$ cat config.mk
export PLATFORM = sky130hd
export DESIGN_NAME = fetch_stage_flat
export DESIGN_NICKNAME = d
export VERILOG_FILES = /design/src/rtl/fetch_stage_pkg.sv /design/src/rtl/fetch_stage_if.sv /design/src/rtl/fetch_stage_next_pc.sv /design/src/rtl/fetch_stage.sv /design/src/flat_wrapper.sv
export SDC_FILE = /design/constraint.sdc
export NUM_CORES = 1
export LEC_CHECK = 0
export CORE_ASPECT_RATIO = 1.2
export CORE_UTILIZATION = 37
export DETAILED_ROUTE_END_ITERATION = 8
export SYNTH_ARGS = -nofsm -noshare
export SYNTH_HDL_FRONTEND = slang
export SYNTH_HIERARCHICAL = 1
export SYNTH_SLANG_ARGS = --single-unit
$ cat constraint.sdc
create_clock -name clk -period 6.2 [get_ports clk]
set_input_delay 1.24 -clock clk [delete_from_list [all_inputs] [get_ports clk]]
set_output_delay 1.24 -clock clk [all_outputs]
set_load 0.03 [all_outputs]
$ cat src/rtl/fetch_stage_pkg.sv
// Shared encodings for the fetch stage: next-PC operations, branch opcodes
// and the nop word used to fill IF/ID bubbles.
package fetch_stage_pkg;

  localparam int NPC_OP_LENGTH = 2;

  typedef enum logic [NPC_OP_LENGTH-1:0] {
    NPC_PC4    = 2'b00,
    NPC_JUMP   = 2'b01,
    NPC_BRANCH = 2'b10,
    NPC_RSVD   = 2'b11
  } npc_op_e;

  localparam logic [5:0]  OP_BEQ = 6'b000100;
  localparam logic [5:0]  OP_BNE = 6'b000101;
  localparam logic [31:0] NOP_INSTR = 32'h0000_0000;

endpackage

$ cat src/rtl/fetch_stage_if.sv
// Fetch-stage bus: instruction memory port, control/hazard inputs and the
// IF/ID register outputs. The slave side is the fetch stage itself.
interface fetch_stage_if;
  import fetch_stage_pkg::*;

  logic [31:0]              imem_addr;
  logic [31:0]              imem_rdata;
  logic [NPC_OP_LENGTH-1:0] npcOp;
  logic                     isRsRtEq;
  logic                     stallF;
  logic                     stallD;
  logic [31:0]              pcF;
  logic [31:0]              instrD;
  logic [31:0]              pcD;
  logic                     validD;
  logic                     redirectD;

  modport master (
    input  imem_addr, pcF, instrD, pcD, validD, redirectD,
    output imem_rdata, npcOp, isRsRtEq, stallF, stallD
  );

  modport slave (
    output imem_addr, pcF, instrD, pcD, validD, redirectD,
    input  imem_rdata, npcOp, isRsRtEq, stallF, stallD
  );

endinterface

$ cat src/rtl/fetch_stage_next_pc.sv
// Combinational next-PC logic: branch/jump targets, branch decision,
// redirect flag and the PC to load on the next edge.
module next_pc
  import fetch_stage_pkg::*;
(
  input  logic [31:0]              i_pcF,
  input  logic [31:0]              i_pcD,
  input  logic [31:0]              i_instrD,
  input  logic                     i_validD,
  input  logic [NPC_OP_LENGTH-1:0] i_npcOp,
  input  logic                     i_isRsRtEq,
  input  logic                     i_stallF,
  input  logic                     i_stallD,
  output logic                     o_redirectD,
  output logic [31:0]              o_nextPc
);

  logic [31:0] w_pcDPlus4;
  logic [31:0] w_branchTarget;
  logic [31:0] w_jumpTarget;
  logic [5:0]  w_opcode;
  logic        w_isJump;
  logic        w_branchTaken;

  assign w_opcode       = i_instrD[31:26];
  assign w_pcDPlus4     = i_pcD + 32'd4;
  assign w_branchTarget = w_pcDPlus4 + {{14{i_instrD[15]}}, i_instrD[15:0], 2'b00};
  assign w_jumpTarget   = {w_pcDPlus4[31:28], i_instrD[25:0], 2'b00};
  assign w_isJump       = (i_npcOp == NPC_JUMP);

  always_comb begin
    w_branchTaken = 1'b0;
    if (i_npcOp == NPC_BRANCH) begin
      if (w_opcode == OP_BEQ)
        w_branchTaken = i_isRsRtEq;
      else if (w_opcode == OP_BNE)
        w_branchTaken = !i_isRsRtEq;
    end
  end

  // A stalled ID must not redirect: its operands may not be forwarded yet.
  assign o_redirectD = i_validD && !i_stallD && (w_isJump || w_branchTaken);

  always_comb begin
    o_nextPc = i_pcF + 32'd4;
    if (o_redirectD)
      o_nextPc = w_isJump ? w_jumpTarget : w_branchTarget;
    else if (i_stallF)
      o_nextPc = i_pcF;
  end

endmodule

$ cat src/rtl/fetch_stage.sv
// MIPS instruction-fetch stage: PC register, instruction-memory address and
// the IF/ID pipeline register, with ID-resolved branch/jump redirect.
module fetch_stage
  import fetch_stage_pkg::*;
#(
  parameter logic [31:0] RESET_PC = 32'h0000_3000
) (
  input  logic          clk,
  input  logic          rst,
  fetch_stage_if.slave  io_bus
);

  logic [31:0] r_pcF;
  logic [31:0] r_instrD;
  logic [31:0] r_pcD;
  logic        r_validD;
  logic        w_redirectD;
  logic [31:0] w_nextPc;

  next_pc u_next_pc (
    .i_pcF       (r_pcF),
    .i_pcD       (r_pcD),
    .i_instrD    (r_instrD),
    .i_validD    (r_validD),
    .i_npcOp     (io_bus.npcOp),
    .i_isRsRtEq  (io_bus.isRsRtEq),
    .i_stallF    (io_bus.stallF),
    .i_stallD    (io_bus.stallD),
    .o_redirectD (w_redirectD),
    .o_nextPc    (w_nextPc)
  );

  always_ff @(posedge clk) begin
    if (rst) begin
      r_pcF    <= RESET_PC;
      r_instrD <= NOP_INSTR;
      r_pcD    <= 32'h0;
      r_validD <= 1'b0;
    end else begin
      r_pcF <= w_nextPc;
      // The wrong-path word fetched alongside a redirect is squashed here.
      if (!io_bus.stallD) begin
        if (w_redirectD) begin
          r_instrD <= NOP_INSTR;
          r_pcD    <= 32'h0;
          r_validD <= 1'b0;
        end else begin
          r_instrD <= io_bus.imem_rdata;
          r_pcD    <= r_pcF;
          r_validD <= 1'b1;
        end
      end
    end
  end

  assign io_bus.imem_addr = r_pcF;
  assign io_bus.pcF       = r_pcF;
  assign io_bus.instrD    = r_instrD;
  assign io_bus.pcD       = r_pcD;
  assign io_bus.validD    = r_validD;
  assign io_bus.redirectD = w_redirectD;

endmodule

$ cat src/flat_wrapper.sv
// flat-port wrapper written by rule: the top's interface ports become plain ports
module fetch_stage_flat import fetch_stage_pkg::*;
#(
  parameter logic [31:0] RESET_PC = 32'h0000_3000
)
  (clk, rst, io_bus_imem_addr, io_bus_pcF, io_bus_instrD, io_bus_pcD, io_bus_validD, io_bus_redirectD, io_bus_imem_rdata, io_bus_npcOp, io_bus_isRsRtEq, io_bus_stallF, io_bus_stallD);
  fetch_stage_if io_bus_i ();
  input  logic clk;
  input  logic rst;
  output wire logic [$bits(io_bus_i.imem_addr)-1:0] io_bus_imem_addr;
  output wire logic [$bits(io_bus_i.pcF)-1:0] io_bus_pcF;
  output wire logic [$bits(io_bus_i.instrD)-1:0] io_bus_instrD;
  output wire logic [$bits(io_bus_i.pcD)-1:0] io_bus_pcD;
  output wire logic [$bits(io_bus_i.validD)-1:0] io_bus_validD;
  output wire logic [$bits(io_bus_i.redirectD)-1:0] io_bus_redirectD;
  input wire logic [$bits(io_bus_i.imem_rdata)-1:0] io_bus_imem_rdata;
  input wire logic [$bits(io_bus_i.npcOp)-1:0] io_bus_npcOp;
  input wire logic [$bits(io_bus_i.isRsRtEq)-1:0] io_bus_isRsRtEq;
  input wire logic [$bits(io_bus_i.stallF)-1:0] io_bus_stallF;
  input wire logic [$bits(io_bus_i.stallD)-1:0] io_bus_stallD;
  assign io_bus_imem_addr = io_bus_i.imem_addr;
  assign io_bus_pcF = io_bus_i.pcF;
  assign io_bus_instrD = io_bus_i.instrD;
  assign io_bus_pcD = io_bus_i.pcD;
  assign io_bus_validD = io_bus_i.validD;
  assign io_bus_redirectD = io_bus_i.redirectD;
  assign io_bus_i.imem_rdata = io_bus_imem_rdata;
  assign io_bus_i.npcOp = io_bus_npcOp;
  assign io_bus_i.isRsRtEq = io_bus_isRsRtEq;
  assign io_bus_i.stallF = io_bus_stallF;
  assign io_bus_i.stallD = io_bus_stallD;
  fetch_stage #(.RESET_PC(RESET_PC)) u_core (.clk(clk), .rst(rst), .io_bus(io_bus_i));
endmodule
# Word level (Yosys, flattened, before mapping)
# Index checks and enable logic that the tools add are counted.
op_classes:
  add_sub_neg: 3
  n_eq_ne: 5
  muxes: 9
  n_reduce_logical: 5
op_table:
  columns: ["cell", "n"]
  rows:
  - ["32-bit 2-to-1 mux", 5]
  - ["32-bit by 3-bit adder with 32-bit output (second input constant)", 2]
  - ["32-bit adder", 1]
  - ["6-bit by 3-bit equality test with 1-bit output (second input constant)", 2]
  - ["1-bit 2-to-1 mux", 4]
  - ["2-bit by 1-bit equality test with 1-bit output (second input constant)", 1]
  - ["2-bit equality test (second input constant)", 1]
  - ["1-bit logical AND", 2]
  - ["1-bit zero test", 2]
  - ["2-bit inequality test (second input constant)", 1]
  - ["1-bit logical OR", 1]
totals:
  regBits: 97
  input_bits: 39
  output_inout_bits: 130

# Depth between registers and ports, before layout
# Gate-level depths: netlist of run 1.
depth:
  ltp_word: 7
  mapped_depth: 18
  mapped_depth_nobuf: 17

# Cells and area by module
# Netlist of run 1, hierarchy kept.
modules_own_cells:
  columns: ["module", "instances", "cells_each", "area_each_um2"]
  rows:
  - ["fetch_stage", 1, 388, 4073.9]
  - ["next_pc", 1, 512, 3315.7]

# Worst setup path before layout of run 1
# OpenSTA, ideal clock, no wires.
synth_timing:
  path_type: "in2out"
  startpoint: "in io_bus_npcOp[0]"
  endpoint: "out io_bus_redirectD"
  arrival_time_ps: 2616
  path_slack_ps: 2344
  cell_stages: 7
  cell_sequence: "nor4b_1 > a31oi_1 > or3b_1 > clkbuf_1 > inv_2 > buf_2 > buf_2"
synth_via:
  elab_chain_len: 4
  word_cells_on_any_way: 5
synth_lines:
  columns: ["element", "line_no", "text"]
  rows:
  - ["from (decl)", "flat_wrapper.sv:17", "input wire logic [$bits(io_bus_i.npcOp)-1:0] io_bus_npcOp;"]
  - ["2-bit equality test", "fetch_stage_next_pc.sv:33", "if (i_npcOp == NPC_BRANCH) begin"]
  - ["1-bit 2-to-1 mux", "fetch_stage_next_pc.sv:33", null]
  - ["1-bit logical OR (*)", "fetch_stage_next_pc.sv:42", "assign o_redirectD = i_validD && !i_stallD && (w_isJump || w_branchTaken);"]
  - ["1-bit logical AND (*)", "fetch_stage_next_pc.sv:42", null]
  - ["to (decl)", "flat_wrapper.sv:15", "output wire logic [$bits(io_bus_i.redirectD)-1:0] io_bus_redirectD;"]
# Every way passes the cells marked *; elsewhere a longest branch is shown, timed or not.

# Worst setup path in the final report of run 1
# Same ends and word-level chain as after synthesis.

==> reports/results.txt, run 1 <==
crit path DAT = 3.09 ns
startpoint types = input pin
crit-path cells = clkdlybuf4s50_1 > nor2b_2 > buf_4 > a31oi_1 > or3b_1 > buf_4 > inv_2 > buf_4
synthesized net count = 976
Crit. End Element = output port
Mapped Area = 7390 um2
DR vias/cell = 5.17
#FFs+latches synth = 97
HP Class = flop to flop
Residual DRC = 0
post-CTS setup repair buffer count = 0
TritonRoute pass-1 iters = 4
Post-synth EDFFs = 0
HPWL after detailed placement = 14900 um
die area = 20500 um2
LEAKAGE = 3.50 nW
Sinks on Clock Net = 97
core area = 19500 um2
initial antenna violation count = 0
Fin Clk Skew = 0.00910 ns
synth warn = 6
maxcap violations = 0
clock transition at the registers of the reported paths = 0.07 ns
maximum vdd ir drop = 0.127 mV
post-synth cell types = 64
ys async rst share = 0%
Overflow after GRT = 0
Synth Instances = 900
min Tclk post-route = 4.33 ns
GR Util All Layers = 20.9%
Crit Path Max Fanout = 24
Critical Path Most Common Cell = buf_4
final hold vios = 0
largest family of logic cells by synthesized area = simple AND/OR/NAND/NOR gates
xor and xnor area share after synthesis = 9.48%
GP Congestion = 0.875
die span in y = 157 um
mux contribution to synthesized area = 0.694%
max-slew violations = 0
hold_buf cts = 0
vias in the first global route = 6392
Die X = 131 um
Clock Tree Buf Depth = 2
status = completed
Top FF cell, synth = dfxtp_1
DRT iter0 DRCs = 367
htree depth = 3
number of nets in the layout = 1082
drt wl/cell = 16.4 um
Fin Setup TNS = 0 ns
first-pass GRT wire length = 33200 um
CP Data Required Time = 4.96 ns
Initial Util = 37.8%
Num CTS Buffers = 9
# diodes = 0
TritonCTS clock tree = done
power per cell area = 173 nW/um2
worst-skew pair later-pin latency = 0.36 ns
vias = 6572
Seq/Total Area, Yosys = 26.3%
Routed WL = 20800 um
Final setup viols = 0
synthesis-to-layout area growth = 24.8%
simple-gate area share of the yosys netlist = 26.2%
largest net degree at the start of global routing = 97
slowest stage delay, CP = 0.49 ns
layout cells sized above 1 = 10.6%
critical path's slowest cell = clkdlybuf4s50_1
period utilization = 69.8%
Synth Area in Adders = 6.37%
Slew HR = 46.3%
Syn Area/Cell = 8.21 um2
worst slew pin tran = 0.802 ns
ANT nets after route = 0
Setup CP Type = input pin to output port
RSZ-0062 raised after global routing = no
fmax = 0.231 GHz
Hold Slack = 0.483 ns
I/O Pins = 169
Synth Area in Compound Gates = 22.8%
PostCTS Resize Cnt = 0
clock root cell = clkbuf_16
Site Rows = 56
IO Port Bufs = 168
[per-layer routing]
layer  GRT usage, %  wire length (um)
met1           27.0              9510
met2           34.8             10000
met3           2.70               880
met4           7.94               444
met5              0                 0
[worst paths after layout]
check / startpoint / endpoint / slack, ns / cells past startpoint
worst min-delay path: u_core/io_bus.validD / u_core/io_bus.validD / 0.48 / 2
worst max-delay path: io_bus_npcOp[0] / io_bus_redirectD / 1.87 / 8
worst max register to register: u_core/io_bus.pcD[2] / u_core/io_bus.imem_addr[29] / 2.07 / 17
worst min register to register: u_core/io_bus.validD / u_core/io_bus.validD / 0.48 / 2
[flip-flops by register name (all words and copies together), names as in the netlist]
signal / cells
u_core/io_bus.pcD: 32
u_core/io_bus.imem_addr: 32
u_core/io_bus.instrD: 32
u_core/io_bus.validD: 1
[power by group]
part	switching, W	internal [W]
sequential	0.0000332	0.000645
clock	0.000266	0.000337
combinational	0.000176	0.000136
total	0.000475	0.00112
[worst max-delay path: cells and delay by family]
kind / cells / cell delay (ns)
AND/OR/NAND/NOR: 2 / 0.49
buffers and inverters: 5 / 1.25
AO/OA/AOI/OAI: 1 / 0.08
[placed cells by master (no fill, tap or decap), types with 13 or more instances in the layout]
| cell type | n |
|---|---|
| o21ai_0 | 19 |
| clkdlybuf4s50_1 | 165 |
| dfxtp_1 | 97 |
| nand2_1 | 135 |
| o22ai_2 | 61 |
| nor2b_1 | 33 |
| nor3_1 | 13 |
| ha_1 | 36 |
| a21oi_1 | 36 |
| and3_1 | 16 |
| nor2_1 | 44 |
| a31oi_1 | 15 |
| xor2_1 | 36 |
| a21o_1 | 14 |
| nand3_1 | 38 |
| xnor2_1 | 44 |
| nand2b_1 | 71 |
[kinds of logic after synthesis]
logic type	Yosys count
AND/OR/NAND/NOR	384
AO/OA/AOI/OAI	203
flip-flops	97
buffers and inverters	94
XOR/XNOR	80
adder cells (fa/ha/maj)	37
multiplexers	5
[synth_stat cells (all sizes together) (2+ instances only)]
library cell,number,area [um2]
buf,64,492
ha,36,450
nand2b,71,444
a21o,14,105
a32oi,2,17.5
nor2b,34,213
o21bai,4,30.0
nor2,45,176
nand2,137,519
o31ai,2,20.0
a211oi,6,50.1
o211ai,13,108
xor2,36,315
nand4,8,50.1
nand3,39,200
a21oi,39,206
or3,2,12.5
xnor2,44,385
o21a,4,30.0
a311o,2,20.0
dfxtp,97,1940
o21ai,28,140
and2,5,31.3
o22ai,65,788
a21boi,2,15.0
nor4,2,18.8
a31oi,15,93.8
or3b,2,17.5
nor3,14,81.3
and3,16,100
clkbuf,18,67.6
a22oi,2,15.0
inv,12,45.0
mux2i,4,40.0
or2,4,25.0
[final cells by class]
type	count	area, um2
Fill cell	1931	10300
Multi-Input combinational cell	709	4850
Sequential cell	97	1940
Timing Repair Buffer	177	1740
Tap cell	261	327
Clock buffer	11	253
Clock inverter	5	62.6
Inverter	12	45.0
[through the flow]
step	setup slack (ns)	utilization, %	cell area [um2]	power [W]	std cells
6_report	1.87	47.2	9220	0.00159	1272
5_1_grt	1.74	47.2	9220	0.00166	1272
4_1_cts	1.85	47.2	9220	0.00161	1272
3_5_place_dp	1.64	45.6	8900	0.00101	1256
3_3_place_gp	1.66	45.6	8900	0.00100	1256
2_1_floorplan	2.34	-	7390	0.000901	900
(Power assumes the default switching activity.)
==> run 2: changes to the inputs <==
Clock period 6.2 ns to 3.8 ns, I/O delays scaled along.
==> run 2 against run 1 <==
Effect of this change: clock skew is 0.0028 ns higher; utilization is 1.5 points higher; cell count is 2.6% higher; design area is 3.2% higher; sequential cell count stayed put; non-clock buffer count is 33 higher; total power is 59% higher; critical path type is now flop to flop; largest cell class unchanged.
==> reports/results.txt, run 2 (synthesized netlist as in run 1, its figures left out) <==
worst hold start = u_core/io_bus.validD
slowest stage delay, CP = 0.39 ns (-0.10 ns)
maxcap violations = 0 (unchanged)
CP Data Required Time = 4.02 ns (-0.94 ns)
htree depth = 3 (unchanged)
Slew HR = 50.1% (+3.8 points)
Initial Util = 37.8% (unchanged)
I/O Pins = 169 (unchanged)
vias = 6735 (+2.5%)
Sinks on Clock Net = 97 (unchanged)
Clock Tree Buf Depth = 2 (unchanged)
clock transition at the registers of the reported paths = 0.07 ns (about the same)
Routed WL = 22200 um (+6.3%)
Setup CP Type = flop to flop
most common cell after layout, fill and taps aside = clkdlybuf4s50_1
# diodes = 0 (unchanged)
TritonRoute pass-1 iters = 4 (unchanged)
hold_buf cts = 0 (unchanged)
DR vias/cell = 5.16 (-0.11%)
Residual DRC = 0 (unchanged)
final instance area = 9520 um2 (+3.2%)
Overflow after GRT = 0 (unchanged)
Crit. End Element = flop
Placed Instances = 1287 (+2.5%)
startpoint types = flop
first-pass GRT wire length = 34100 um (+2.8%)
LEAKAGE = 3.67 nW (+4.8%)
RSZ-0062 raised after global routing = yes
GR Util All Layers = 21.8% (+0.93 points)
initial antenna violation count = 0 (unchanged)
final hold vios = 0 (unchanged)
core area = 19500 um2 (unchanged)
fmax = 0.280 GHz
synthesis-to-layout area growth = 28.8%
HP Class = flop to flop
depth of the worst register-to-register path = 17 (unchanged)
crit-path cells = buf_4 > and3_1 > nand3_2 > nor2_4 > nand3_1 > xnor2_1 > ha_2 > and2_4 > and3_1 > nand3_1 > a32oi_2 > o211ai_2 > a31oi_2 > mux2i_1 > mux2i_1 > a211oi_2 > nor2b_1
min Tclk post-route = 3.57 ns
maximum vdd ir drop = 0.268 mV (+110%)
Layout Cells excl Fill = 1305 (+2.6%)
Final setup viols = 0 (unchanged)
worst-skew pair later-pin latency = 0.36 ns (about the same)
HPWL after detailed placement = 16200 um (+8.8%)
critical path's slowest cell = ha_2
Die X = 131 um (unchanged)
GP Congestion = 0.896 (+2.4%)
vias in the first global route = 6280 (-1.8%)
Hold Slack = 0.477 ns (-0.00590 ns)
DRT iter0 DRCs = 327 (-11%)
Site Rows = 56 (unchanged)
power per cell area = 266 nW/um2 (+54%)
Worst setup startpoint = u_core/io_bus.pcD[2]
commonest cells after routing, fill and taps aside = 165 x clkdlybuf4s50_1, 135 x nand2_1, 95 x dfxtp_1
Num CTS Buffers = 9 (unchanged)
FF-to-FF Start = u_core/io_bus.pcD[2]
layout cells sized above 1 = 14.6% (+4.0 points)
die span in y = 157 um (unchanged)
ANT nets after route = 0 (unchanged)
r2r setup slk = 0.23 ns (-1.84 ns)
number of nets in the layout = 1115 (+3.0%)
drt wl/cell = 17.0 um (+3.6%)
die area = 20500 um2 (unchanged)
TritonCTS clock tree = done
status = completed
Critical path destination = u_core/io_bus.imem_addr[29]
Crit Path Max Fanout = 6 (-75%)
worst slew pin tran = 0.748 ns (-0.0543 ns)
crit path DAT = 3.80 ns (+0.71 ns)
Area after DPL = 9160 um2 (+2.9%)
max-slew violations = 0 (unchanged)
period utilization = 94.0%
R2R Path End = u_core/io_bus.imem_addr[29]
largest net degree at the start of global routing = 79 (-19%)
Fin Clk Skew = 0.0119 ns (+0.00275 ns)
clock root cell = clkbuf_16
IO Port Bufs = 168 (unchanged)
run 2: stage by stage:
step                      setup slack, ns  utilization, %  power [W]  TNS [ns]
after floorplan                     0.212               -    0.00147         0
after global placement              0.133            46.9    0.00166         0
after detailed placement           0.0143            46.9    0.00166         0
after CTS                          0.0658            48.3    0.00256         0
after global routing              -0.0129            48.7    0.00264   -0.0129
final                               0.228            48.7    0.00254         0
run 2: per-layer routing:
layer / up-vias / track usage, % / wire length (um)
li1: 3385 / - / -
met1: 3159 / 28.2 / 10100
met2: 164 / 36.0 / 10500
met3: 27 / 3.90 / 1070
met4: 0 / 7.44 / 489
met5: - / 0 / 0
run 2: where the power goes:
part           switching [W]  total, W  internal, W
clock network       0.000434  0.000901     0.000466
logic               0.000300  0.000534     0.000234
registers          0.0000486   0.00110      0.00105
run 2: what timing repair did:
action / CTS / global route
endpoints found under the setup margin: 1 / 5
buffers inserted: 0 / 2
pin swaps: 0 / 5
gates resized for setup: 1 / 13
run 2: how the worst min path moves through the flow:
stage,to,slack (ns),cells past startpoint
after floorplan,u_core/io_bus.validD,0.61,2
after global placement,u_core/io_bus.validD,0.47,2
after detailed placement,u_core/io_bus.validD,0.47,2
after CTS,u_core/io_bus.validD,0.48,2
after global routing,u_core/io_bus.validD,0.51,2
final,u_core/io_bus.validD,0.48,2
run 2: layout make-up:
| class | count | area, um2 |
|---|---|---|
| clock inverter | 5 | 40.0 |
| fill | 1950 | 10000 |
| inverter | 12 | 45.0 |
| tap | 261 | 327 |
| timing repair buffer | 210 | 2020 |
| clock buffer | 11 | 243 |
| multi-input combinational | 709 | 4900 |
| sequential | 97 | 1940 |
run 2: critical path, delay by kind of cell, from the launching register on:
kind / cells / cell delay, ns
adder cells (fa/ha/maj): 1 / 0.39
flip-flops: 1 / 0.37
AO/OA/AOI/OAI: 4 / 0.69
XOR/XNOR: 1 / 0.15
buffers and inverters: 1 / 0.13
AND/OR/NAND/NOR: 8 / 1.26
multiplexers: 2 / 0.47
